===== src/rtl/axis_pkt_rr_arbiter.sv =====
// Two-input AXI4-Stream packet arbiter with round-robin grant locked per packet
// and a single registered output stage.
//
// state | meaning
// IDLE  | no owner; picks the next winner from the valid ports
// BUSY  | grant locked to one port until its tlast beat is accepted
module axis_pkt_rr_arbiter #(
    parameter int DATA_WIDTH = 8,
    parameter int CNT_WIDTH  = 16
) (
    input  logic                  aclk,
    input  logic                  aresetn,
    input  logic [DATA_WIDTH-1:0] s_axis_tdata_0,
    input  logic                  s_axis_tvalid_0,
    input  logic                  s_axis_tlast_0,
    output logic                  s_axis_tready_0,
    input  logic [DATA_WIDTH-1:0] s_axis_tdata_1,
    input  logic                  s_axis_tvalid_1,
    input  logic                  s_axis_tlast_1,
    output logic                  s_axis_tready_1,
    output logic [DATA_WIDTH-1:0] m_axis_tdata,
    output logic                  m_axis_tvalid,
    output logic                  m_axis_tlast,
    input  logic                  m_axis_tready,
    output logic [1:0]            grant,
    output logic [CNT_WIDTH-1:0]  pkt_count_0,
    output logic [CNT_WIDTH-1:0]  pkt_count_1
);

    typedef enum logic {
        ST_IDLE = 1'b0,
        ST_BUSY = 1'b1
    } state_t;

    state_t                state_q, state_d;
    logic [1:0]            grant_q, grant_d;
    logic                  last_grant_q, last_grant_d;
    logic [DATA_WIDTH-1:0] tdata_q, tdata_d;
    logic                  tvalid_q, tvalid_d;
    logic                  tlast_q, tlast_d;
    logic [CNT_WIDTH-1:0]  cnt_0_q, cnt_0_d;
    logic [CNT_WIDTH-1:0]  cnt_1_q, cnt_1_d;

    logic out_en;
    logic acc_0;
    logic acc_1;
    logic winner;

    // Readies never look at tvalid, so upstream can't form a combinational loop.
    assign out_en          = !tvalid_q || m_axis_tready;
    assign s_axis_tready_0 = (state_q == ST_BUSY) && grant_q[0] && out_en;
    assign s_axis_tready_1 = (state_q == ST_BUSY) && grant_q[1] && out_en;
    assign acc_0           = s_axis_tvalid_0 && s_axis_tready_0;
    assign acc_1           = s_axis_tvalid_1 && s_axis_tready_1;
    assign winner          = (s_axis_tvalid_0 && s_axis_tvalid_1) ? !last_grant_q
                                                                  : s_axis_tvalid_1;

    always_comb begin
        state_d      = state_q;
        grant_d      = grant_q;
        last_grant_d = last_grant_q;
        tdata_d      = tdata_q;
        tvalid_d     = tvalid_q;
        tlast_d      = tlast_q;
        cnt_0_d      = cnt_0_q;
        cnt_1_d      = cnt_1_q;

        case (state_q)
            ST_IDLE: begin
                if (s_axis_tvalid_0 || s_axis_tvalid_1) begin
                    state_d      = ST_BUSY;
                    grant_d      = winner ? 2'b10 : 2'b01;
                    last_grant_d = winner;
                end
            end
            ST_BUSY: begin
                if ((acc_0 && s_axis_tlast_0) || (acc_1 && s_axis_tlast_1)) begin
                    state_d = ST_IDLE;
                    grant_d = 2'b00;
                end
            end
            default: begin
                state_d = ST_IDLE;
                grant_d = 2'b00;
            end
        endcase

        if (acc_0) begin
            tdata_d  = s_axis_tdata_0;
            tlast_d  = s_axis_tlast_0;
            tvalid_d = 1'b1;
        end else if (acc_1) begin
            tdata_d  = s_axis_tdata_1;
            tlast_d  = s_axis_tlast_1;
            tvalid_d = 1'b1;
        end else if (tvalid_q && m_axis_tready) begin
            tvalid_d = 1'b0;
        end

        if (acc_0 && s_axis_tlast_0) begin
            cnt_0_d = cnt_0_q + CNT_WIDTH'(1);
        end
        if (acc_1 && s_axis_tlast_1) begin
            cnt_1_d = cnt_1_q + CNT_WIDTH'(1);
        end
    end

    always_ff @(posedge aclk) begin
        if (!aresetn) begin
            state_q      <= ST_IDLE;
            grant_q      <= 2'b00;
            last_grant_q <= 1'b1;
            tdata_q      <= '0;
            tvalid_q     <= 1'b0;
            tlast_q      <= 1'b0;
            cnt_0_q      <= '0;
            cnt_1_q      <= '0;
        end else begin
            state_q      <= state_d;
            grant_q      <= grant_d;
            last_grant_q <= last_grant_d;
            tdata_q      <= tdata_d;
            tvalid_q     <= tvalid_d;
            tlast_q      <= tlast_d;
            cnt_0_q      <= cnt_0_d;
            cnt_1_q      <= cnt_1_d;
        end
    end

    assign m_axis_tdata  = tdata_q;
    assign m_axis_tvalid = tvalid_q;
    assign m_axis_tlast  = tlast_q;
    assign grant         = grant_q;
    assign pkt_count_0   = cnt_0_q;
    assign pkt_count_1   = cnt_1_q;

endmodule


===== config.mk =====
export PLATFORM = sky130hd
export DESIGN_NAME = axis_pkt_rr_arbiter
export DESIGN_NICKNAME = d
export VERILOG_FILES = /design/src/rtl/axis_pkt_rr_arbiter.sv
export SDC_FILE = /design/constraint.sdc
export NUM_CORES = 1
export LEC_CHECK = 0
export ABC_AREA = 1
export ABC_CLOCK_PERIOD_IN_PS = 3820
export BUFFER_PORTS_ARGS = -buffer_cell sky130_fd_sc_hd__buf_2
export CORE_AREA = 10 10 76 78
export CTS_BUF_LIST = sky130_fd_sc_hd__clkbuf_8
export DETAILED_ROUTE_END_ITERATION = 7
export DIE_AREA = 0 0 86 88
export MAX_ROUTING_LAYER = met4
export PLACE_DENSITY = 0.88
export SLEW_MARGIN = 10
export SYNTH_ARGS = -nofsm -noshare
export SYNTH_HDL_FRONTEND = slang
export SYNTH_SLANG_ARGS = --single-unit

===== constraint.sdc =====
create_clock -name aclk -period 3.82 [get_ports aclk]
set_input_delay 0.191 -clock aclk [delete_from_list [all_inputs] [get_ports aclk]]
set_output_delay 0.191 -clock aclk [all_outputs]
set_load 0.1 [all_outputs]

# Word level (Yosys, flattened, before mapping)
# Index checks and enable logic that the tools add are counted.
[totals] wordCells=47 regBits=46 output_inout_bits=46
[classes] n_bitwise=1 n_eq_ne=2 muxes=15 add_sub_neg=2 reduce_logical=19
[op_table] op="16-bit by 1-bit adder with 16-bit output (second input constant)" count=2
[op_table] op="8-bit two-way mux" count=2
[op_table] op="1-bit logical AND" count=10
[op_table] op="1-bit two-way mux" count=8
[op_table] op="2-bit two-way mux" count=3
[op_table] op="2-bit case mux with 2 select lines" count=1
[op_table] op="2-bit AND reduction" count=2
[op_table] op="1-bit logical OR" count=3
[op_table] op="3-bit nonzero test" count=1
[op_table] op="1-bit zero test" count=2
[op_table] op="2-bit by 1-bit != test with 1-bit output (second input constant)" count=1
[op_table] op="2-bit != test (second input constant)" count=1
[op_table] op="1-bit case mux with 2 select lines" count=1
[op_table] op="2-bit nonzero test" count=1
[op_table] op="1-bit NOT" count=1

# Depth between registers and ports, before layout
# Gate-level depths: netlist of the first run.
[logic_depth] depth_word=8 ltp_mapped=9 depth_no_buf=9

# Worst setup path before layout of the first run
# No wires, ideal clock.
[synth_path] kind="reg2reg" from="register grant_q[1], in the netlist grant[1]" to="register tdata_q[0], in the netlist m_axis_tdata[0]" t_arrival_ns=2.862 path_stages_with_launch=5 n_path_buf=0 period_less_slack_ns=2.937 setup_slack_ns=0.883 cell_sequence="dfxtp_1 -> nand2_1 -> nor2_1 -> nand4_1 -> a31oi_1"
[synth_via] elab_chain_len=4
[synth_lines] item="start, declared" line_no="36" source="logic [1:0] grant_q, grant_d;"
[synth_lines] item="start signal, assigned" line_no="120" source="grant_q <= grant_d;"
[synth_lines] item="1-bit logical AND (2 in series)" line_no="52" source="assign s_axis_tready_1 = (state_q == ST_BUSY) && grant_q[1] && out_en;"
[synth_lines] item="net s_axis_tready_1" line_no="20" source="output logic s_axis_tready_1,"
[synth_lines] item="1-bit logical AND" line_no="54" source="assign acc_1 = s_axis_tvalid_1 && s_axis_tready_1;"
[synth_lines] item="2-bit nonzero test (no source line)"
[synth_lines] item="end signal, assigned" line_no="122" source="tdata_q <= tdata_d;"
[synth_lines] item="end, declared" line_no="38" source="logic [DATA_WIDTH-1:0] tdata_q, tdata_d;"
# The timed path passes the listed nets, and every way through them passes these cells.
# A chain may end at the register's enable or synchronous reset.

# Final worst setup path of the first run
[layout_path] from="register state_q" to="register cnt_0_q[10], in the netlist pkt_count_0[10]"
[layout_via] elab_chain_len=4
[layout_lines] item="start, declared" line_no="35" source="state_t state_q, state_d;"
[layout_lines] item="start signal, assigned" line_no="119" source="state_q <= state_d;"
[layout_lines] item="1-bit logical AND (2 in series)" line_no="51" source="assign s_axis_tready_0 = (state_q == ST_BUSY) && grant_q[0] && out_en;"
[layout_lines] item="1-bit logical AND" line_no="53" source="assign acc_0 = s_axis_tvalid_0 && s_axis_tready_0;"
[layout_lines] item="1-bit logical AND" line_no="100" source="if (acc_0 && s_axis_tlast_0) begin"
[layout_lines] item="end signal, assigned" line_no="125" source="cnt_0_q <= cnt_0_d;"
[layout_lines] item="end, declared" line_no="41" source="logic [CNT_WIDTH-1:0] cnt_0_q, cnt_0_d;"
# Every way passes these cells.

==> results.py, run 1 <==
metrics = {
    "status": {
        "status": "finished clean",
    },
    "flow_run": {
        "maxCapViolations": 0,
    },
    "place": {
        "port_buffers": 68,
        "placedCellCount": 456,
        "place_ws_ns": 2.167,
        "dpl.hpwl_um": 4655,
        "gp_congestion": 0.8812,
    },
    "clocking": {
        "post_cts_resized": 0,
        "post_cts.repair.setup_buffers": 0,
        "clk-insertion-delay-late_ns": 0.30,
        "clkTransAtPathRegs_ns": 0.08,
        "cts.path.max_buffers": 2,
        "cts_root_buffer": "clkbuf_8",
        "htreeDepth": 2,
        "cts.sinks": 46,
        "cts_hold_buf": 0,
        "cts_buffers": 5,
        "cts_tree": "done",
    },
    "timing": {
        "worst_pin_slew_ns": 0.7202,
        "slew_viol_final": 0,
        "clock.fmax_ghz": 0.5794,
        "relSlewSlack_pct": 51.93,
        "tns_ns": 0,
        "fin_skew_ns": 0.009902,
        "setup_viol": 0,
        "final.period_utilization_pct": 45.18,
        "min_period_ns": 1.726,
        "rsz0062_at_grt": "no",
        "hold_viol_final": 0,
        "setup_ws_ns": 2.094,
    },
    "yosys": {
        "synth_flop_cell": "dfxtp_1",
        "ys_seq_area_share_pct": 39.15,
        "synth_edf_count": 0,
        "synth_cells": 345,
        "synth_top_cell_area_share_pct": 39.15,
        "ys_ff_latch": 46,
        "async_flop_share_pct": 0,
        "avgSynthCellArea_um2": 6.818,
        "synth.area.top_cells": "dfxtp_1 (39%), nand2_1 (13%), nor2_1 (8.1%)",
        "yosysTopAreaCell": "dfxtp_1",
        "netlist_area_um2": 2352,
        "ys_types": 34,
        "yosysWarnings": 0,
        "synth_fp_nets": 370,
    },
    "global_route": {
        "grt_pass1_vias": 2349,
        "grt_first_pass_wirelength_um": 10220,
        "grt.overflow.total": 0,
        "grtUsageTotal_pct": 16.55,
        "grt_start_max_net_pins": 27,
        "antenna_found_initial": 0,
    },
    "hold_path": {
        "hold_class": "input port to register",
    },
    "route": {
        "drtIter0Drc": 207,
        "ant_nets": 0,
        "vias_per_cell": 5.276,
        "vias": 2448,
        "drc": 0,
        "routed_wl_um": 6121,
        "routedWlPerCell_um": 13.19,
        "drt_first_pass_iters": 4,
    },
    "final_layout": {
        "post-route-util_pct": 65.21,
        "fin_cells": 464,
        "layout-drive-gt1-share_pct": 22.57,
        "nets": 436,
        "layout_common_cells": "nand2_1 (81), buf_2 (68), nor2_1 (51)",
        "n_antenna_cell": 0,
        "area_growth_pct": 19.04,
        "final_common_cell": "nand2_1",
    },
    "die": {
        "rows": 24,
        "die_area_um2": 7568,
        "core_area_um2": 4294,
        "die_h_um": 88,
        "die_x_um": 86,
        "initial_core_util_pct": 54.78,
        "pin_count": 69,
    },
    "critical_path": {
        "slowest_stage": "nand4_1",
        "rr_worst_depth": 7,
        "r2r_slack_ns": 2.09,
        "crit_type": "register to register",
        "worstReg2RegEnd": "pkt_count_0[10]",
        "r2r_start": "state_q",
        "critPathCapture": "pkt_count_0[10]",
        "crit_buf_inv": 1,
        "cp_cell_sequence": "nand2_1 -> inv_2 -> nand4_1 -> nor2_1 -> nand2_1 -> o21ai_0 -> nor2_1",
        "cp-startpoint": "state_q",
        "critPathMaxFanout": 12,
        "crit_path_end_kind": "register",
        "crit_cells": 7,
        "setup.worst_path.start_class": "register",
        "crit_arrival_ns": 1.92,
        "required_ns": 4.01,
        "slowest_delay_ns": 0.40,
        "critPathTopFamily": "simple AND/OR/NAND/NOR gates",
    },
    "pwr": {
        "leakage_nw": 1.272,
        "p_per_area_nw_per_um2": 328.0,
        "ir_drop_v": 0.0002096,
    },
}
==> cells in the mapped netlist (2+ instances only) <==
| master | number |
|---|---|
| nand2_2 | 2 |
| nand3_1 | 15 |
| nand2_1 | 81 |
| o21ai_0 | 26 |
| nor2_1 | 51 |
| dfxtp_1 | 46 |
| nand3_4 | 2 |
| o21bai_1 | 3 |
| nand4_1 | 15 |
| buf_2 | 2 |
| nor2_2 | 2 |
| nor3_1 | 2 |
| inv_2 | 2 |
| a21oi_1 | 27 |
| a31oi_1 | 2 |
| ha_1 | 2 |
| nor2_4 | 5 |
| clkbuf_1 | 4 |
| inv_1 | 40 |
| xnor2_1 | 2 |
==> routing by layer <==
| metal | global-route usage (%) | part of all wire [%] | up-vias |
|---|---|---|---|
| li1 | - | - | 1247 |
| met1 | 18.15 | 45 | 1124 |
| met2 | 27.11 | 46 | 69 |
| met3 | 6.500 | 8.1 | 8 |
| met4 | 4.940 | 1.1 | 0 |
| met5 | - | 0 | - |
==> per-stage QoR <==
| stage | area, um^2 | power, mW | hold slack, ns |
|---|---|---|---|
| 5_1_grt | 2800 | 0.9533 | 0.1827 |
| 3_3_place_gp | 2709 | 0.6228 | 0.4487 |
| 3_5_place_dp | 2709 | 0.6247 | 0.4526 |
| 2_1_floorplan | 2352 | 0.5951 | 0.3294 |
| 6_report | 2800 | 0.9186 | 0.1614 |
| 4_1_cts | 2800 | 0.9280 | 0.1570 |
==> cell type report <==
type	instances	area [um^2]
tap	52	65.06
timing repair buffer	68	340.3
multi-input combinational	247	1220
clock inverter	2	8.758
clock buffer	6	82.58
inverter	43	162.7
fill	392	1494
sequential	46	920.9
==> worst register-to-register path: stages (launching register included) <==
cell and delay, ns:
dfxtp_1 0.37, nand2_1 0.10, inv_2 0.08, nand4_1 0.40
nor2_1 0.34, nand2_1 0.11, o21ai_0 0.16, nor2_1 0.05
==> report_power, final <==
group          switching, mW  total [mW]  internal (mW)
clock                  0.162       0.305          0.144
sequential           0.00590       0.494          0.488
combinational         0.0940       0.119         0.0255
total                  0.262       0.919          0.657
==> cell families after synthesis <==
kind of cell,count (synthesis),synth area share [%]
AO/OA/AOI/OAI,60,13.30
AND/OR/NAND/NOR,182,36.38
flip-flops,46,39.15
buffers and inverters,52,8.989
adder cells (fa/ha/maj),2,1.064
XOR/XNOR,3,1.117
==> worst min path at each step <==
stage                     depth (start not counted)               to               from
final                                             3  m_axis_tdata[0]  s_axis_tdata_0[0]
after global placement                            2  m_axis_tdata[4]    m_axis_tdata[4]
after detailed placement                          2  m_axis_tdata[3]    m_axis_tdata[3]
after global routing                              3  m_axis_tdata[0]  s_axis_tdata_0[0]
after floorplan                                   2   pkt_count_0[0]            aresetn
after CTS                                         3  m_axis_tdata[0]  s_axis_tdata_0[0]
==> registers in the layout (all words and copies together), names as in the netlist <==
| name | flops |
|---|---|
| last_grant_q | 1 |
| pkt_count_1 | 16 |
| state_q | 1 |
| m_axis_tlast | 1 |
| m_axis_tvalid | 1 |
| m_axis_tdata | 8 |
| pkt_count_0 | 16 |
| grant | 2 |
Power figures use the tool's default switching activity.
==> run 2, diff against run 1 <==
Settings changed: ABC_CLOCK_PERIOD_IN_PS 3820 to 1500, CORE_AREA 10 10 76 78 to 10 10 82 84, DIE_AREA 0 0 86 88 to 0 0 92 94, PLACE_DENSITY 0.88 to 0.79.
Clock period 3.82 ns to 1.5 ns, I/O delays scaled along.
==> run 2 against run 1 <==
  * Cell count rose by 8.0%
  * Global-route usage fell by 1.5 points
  * Clock power rose by 130%
  * Via count rose by 2.7%
  * Sequential share of layout area fell by 0.63 points
  * Setup slack got worse by 2.0 ns
  * First-iteration DRC count rose by 22%
  * Sequential power rose to 2.5 times the previous value
  * Clock-buffer cell count fell by 1
  * Register-to-register slack got worse by 2.0 ns
  * Power rose by 150%
  * Wire length rose by 6.7%
  * Critical endpoint is now s_axis_tready_0
  * Highest routed layer unchanged
==> results.py, run 2 (same netlist as run 1, synthesis figures left out) <==
metrics = {
    "critical_path": {
        "setup.worst_path.start_class": "register",
        "required_ns": 1.42,
        "crit_path_end_kind": "output pin",
        "cp_cell_sequence": "inv_1 -> nor2_1 -> nor2_4 -> buf_2",
        "crit_type": "register to output pin",
        "r2r_slack_ns": 0.14,
        "critPathMaxFanout": 3,
        "slowest_stage": "dfxtp_4",
        "slowest_delay_ns": 0.36,
        "crit_arrival_ns": 1.33,
    },
    "clocking": {
        "htreeDepth": 2,
        "cts_hold_buf": 0,
        "cts.sinks": 46,
        "cts.path.max_buffers": 2,
        "clkTransAtPathRegs_ns": 0.08,
        "clk-insertion-delay-late_ns": 0.30,
        "cts_tree": "done",
        "cts_buffers": 5,
        "cts_root_buffer": "clkbuf_8",
    },
    "status": {
        "status": "finished clean",
    },
    "pwr": {
        "ir_drop_v": 0.0004534,
        "sw_frac_of_total_pct": 29.17,
        "leakage_nw": 1.380,
        "combPwrFrac_pct": 14.5,
        "p_per_area_nw_per_um2": 734.6,
        "fin_total_pwr_mw": 2.279,
        "p_sw_mw": 0.6648,
        "clock_power_share_pct": 31.2,
        "p_int_mw": 1.615,
        "pwr-share-seq_pct": 54.4,
    },
    "flow_run": {
        "maxCapViolations": 0,
    },
    "global_route": {
        "grt_start_max_net_pins": 22,
        "grt.overflow.total": 0,
        "grtUsageTotal_pct": 15.02,
        "antenna_found_initial": 0,
        "grt_first_pass_wirelength_um": 10630,
        "grt_pass1_vias": 2341,
    },
    "timing": {
        "final.period_utilization_pct": 93.45,
        "worst_pin_slew_ns": 0.5011,
        "hold_viol_final": 0,
        "setup_viol": 0,
        "slew_viol_final": 0,
        "clock.fmax_ghz": 0.7134,
        "rsz0062_at_grt": "no",
        "fin_skew_ns": 0.006959,
        "min_period_ns": 1.402,
        "relSlewSlack_pct": 66.24,
    },
    "final_layout": {
        "final_common_cell": "nand2_1",
        "area_growth_pct": 31.92,
        "nFillCells": 471,
        "finalInstanceArea_um2": 3103,
        "layout-drive-gt1-share_pct": 35.50,
        "multi_input_area_um2": 1281,
        "nets": 455,
        "seqCellArea_um2": 1001,
        "layout_common_cells": "nand2_1 (80), buf_2 (67), nor2_1 (46)",
        "n_antenna_cell": 0,
    },
    "die": {
        "die_x_um": 92,
        "die_h_um": 94,
        "die_area_um2": 8648,
        "initial_core_util_pct": 46.35,
        "rows": 26,
        "pin_count": 69,
        "core_area_um2": 5075,
    },
    "route": {
        "vias": 2513,
        "drt_first_pass_iters": 4,
        "ant_nets": 0,
        "routed_wl_um": 6532,
        "routedWlPerCell_um": 13.04,
        "drc": 0,
        "drtIter0Drc": 252,
        "vias_per_cell": 5.016,
    },
    "place": {
        "place_area_um2": 2943,
        "gp_congestion": 0.8318,
        "dpl.hpwl_um": 4881,
        "port_buffers": 68,
    },
    "hold_path": {
        "hold_class": "input port to register",
    },
}
## run 2: changes by cell type in the layout (fill, tap and decap cells not counted), sizes merged
cell    previous run  this run
nor2              58        59
clkbuf             6         5
clkinv             2         1
buf               68        86
inv               43        45
## run 2: per-stage QoR
step | cells | hold slack, ns | setup WS (ns) | util, % | TNS [ns]
6_report | 501 | 0.05392 | 0.09829 | 61.14 | 0
3_5_place_dp | 483 | 0.3661 | 0.06875 | 57.99 | 0
2_1_floorplan | 345 | 0.2034 | -0.09860 | - | -0.09882
4_1_cts | 491 | 0.04677 | 0.04486 | 59.57 | 0
3_3_place_gp | 483 | 0.3531 | 0.1283 | 57.99 | 0
5_1_grt | 501 | 0.06067 | 0.004969 | 61.14 | 0
## run 2: routing by layer
layer  wire length, um  GRT usage (%)  vias up
met5                 0              -        -
met2              3017          24.35       74
met3               407          4.556        7
li1                  -              -     1291
met4                59          3.985        0
met1              3048          17.74     1141
## run 2: final timing paths
kind                            depth (start not counted)               from               to
worst max register to register                          7     pkt_count_1[1]  pkt_count_1[10]
worst min-delay path                                    3  s_axis_tdata_0[0]  m_axis_tdata[0]
worst max-delay path                                    4      m_axis_tvalid  s_axis_tready_0
worst min register to register                          1     pkt_count_1[3]   pkt_count_1[3]
## run 2: power by group through the flow
stage	combinational, mW	sequential (mW)	clock [mW]
floorplan	0.110	1.39	0
global placement	0.319	1.27	0
detailed placement	0.323	1.27	0
CTS	0.324	1.24	0.731
global route	0.354	1.24	0.790
finish	0.329	1.24	0.711
## run 2: layout make-up
type / instances / share of cell area [%]
clock buffers: 5 / 2.218
clock inverters: 3 / 0.3629
inverters: 43 / 5.242
multi-input cells: 248 / 41.29
flip-flops and latches: 46 / 32.26
well taps: 70 / 2.823
repair buffers: 86 / 15.81
## run 2: what timing repair did
action,4_1_cts,5_1_grt
setup endpoints to repair,0,10
gates resized for setup,0,3
setup buffers,0,9
## run 2: worst max-delay path, delay by kind of cell, from the launching register on
kind	cells	cell delay, ns
buf+inv	2	0.34
flops	1	0.36
simple gates	2	0.34
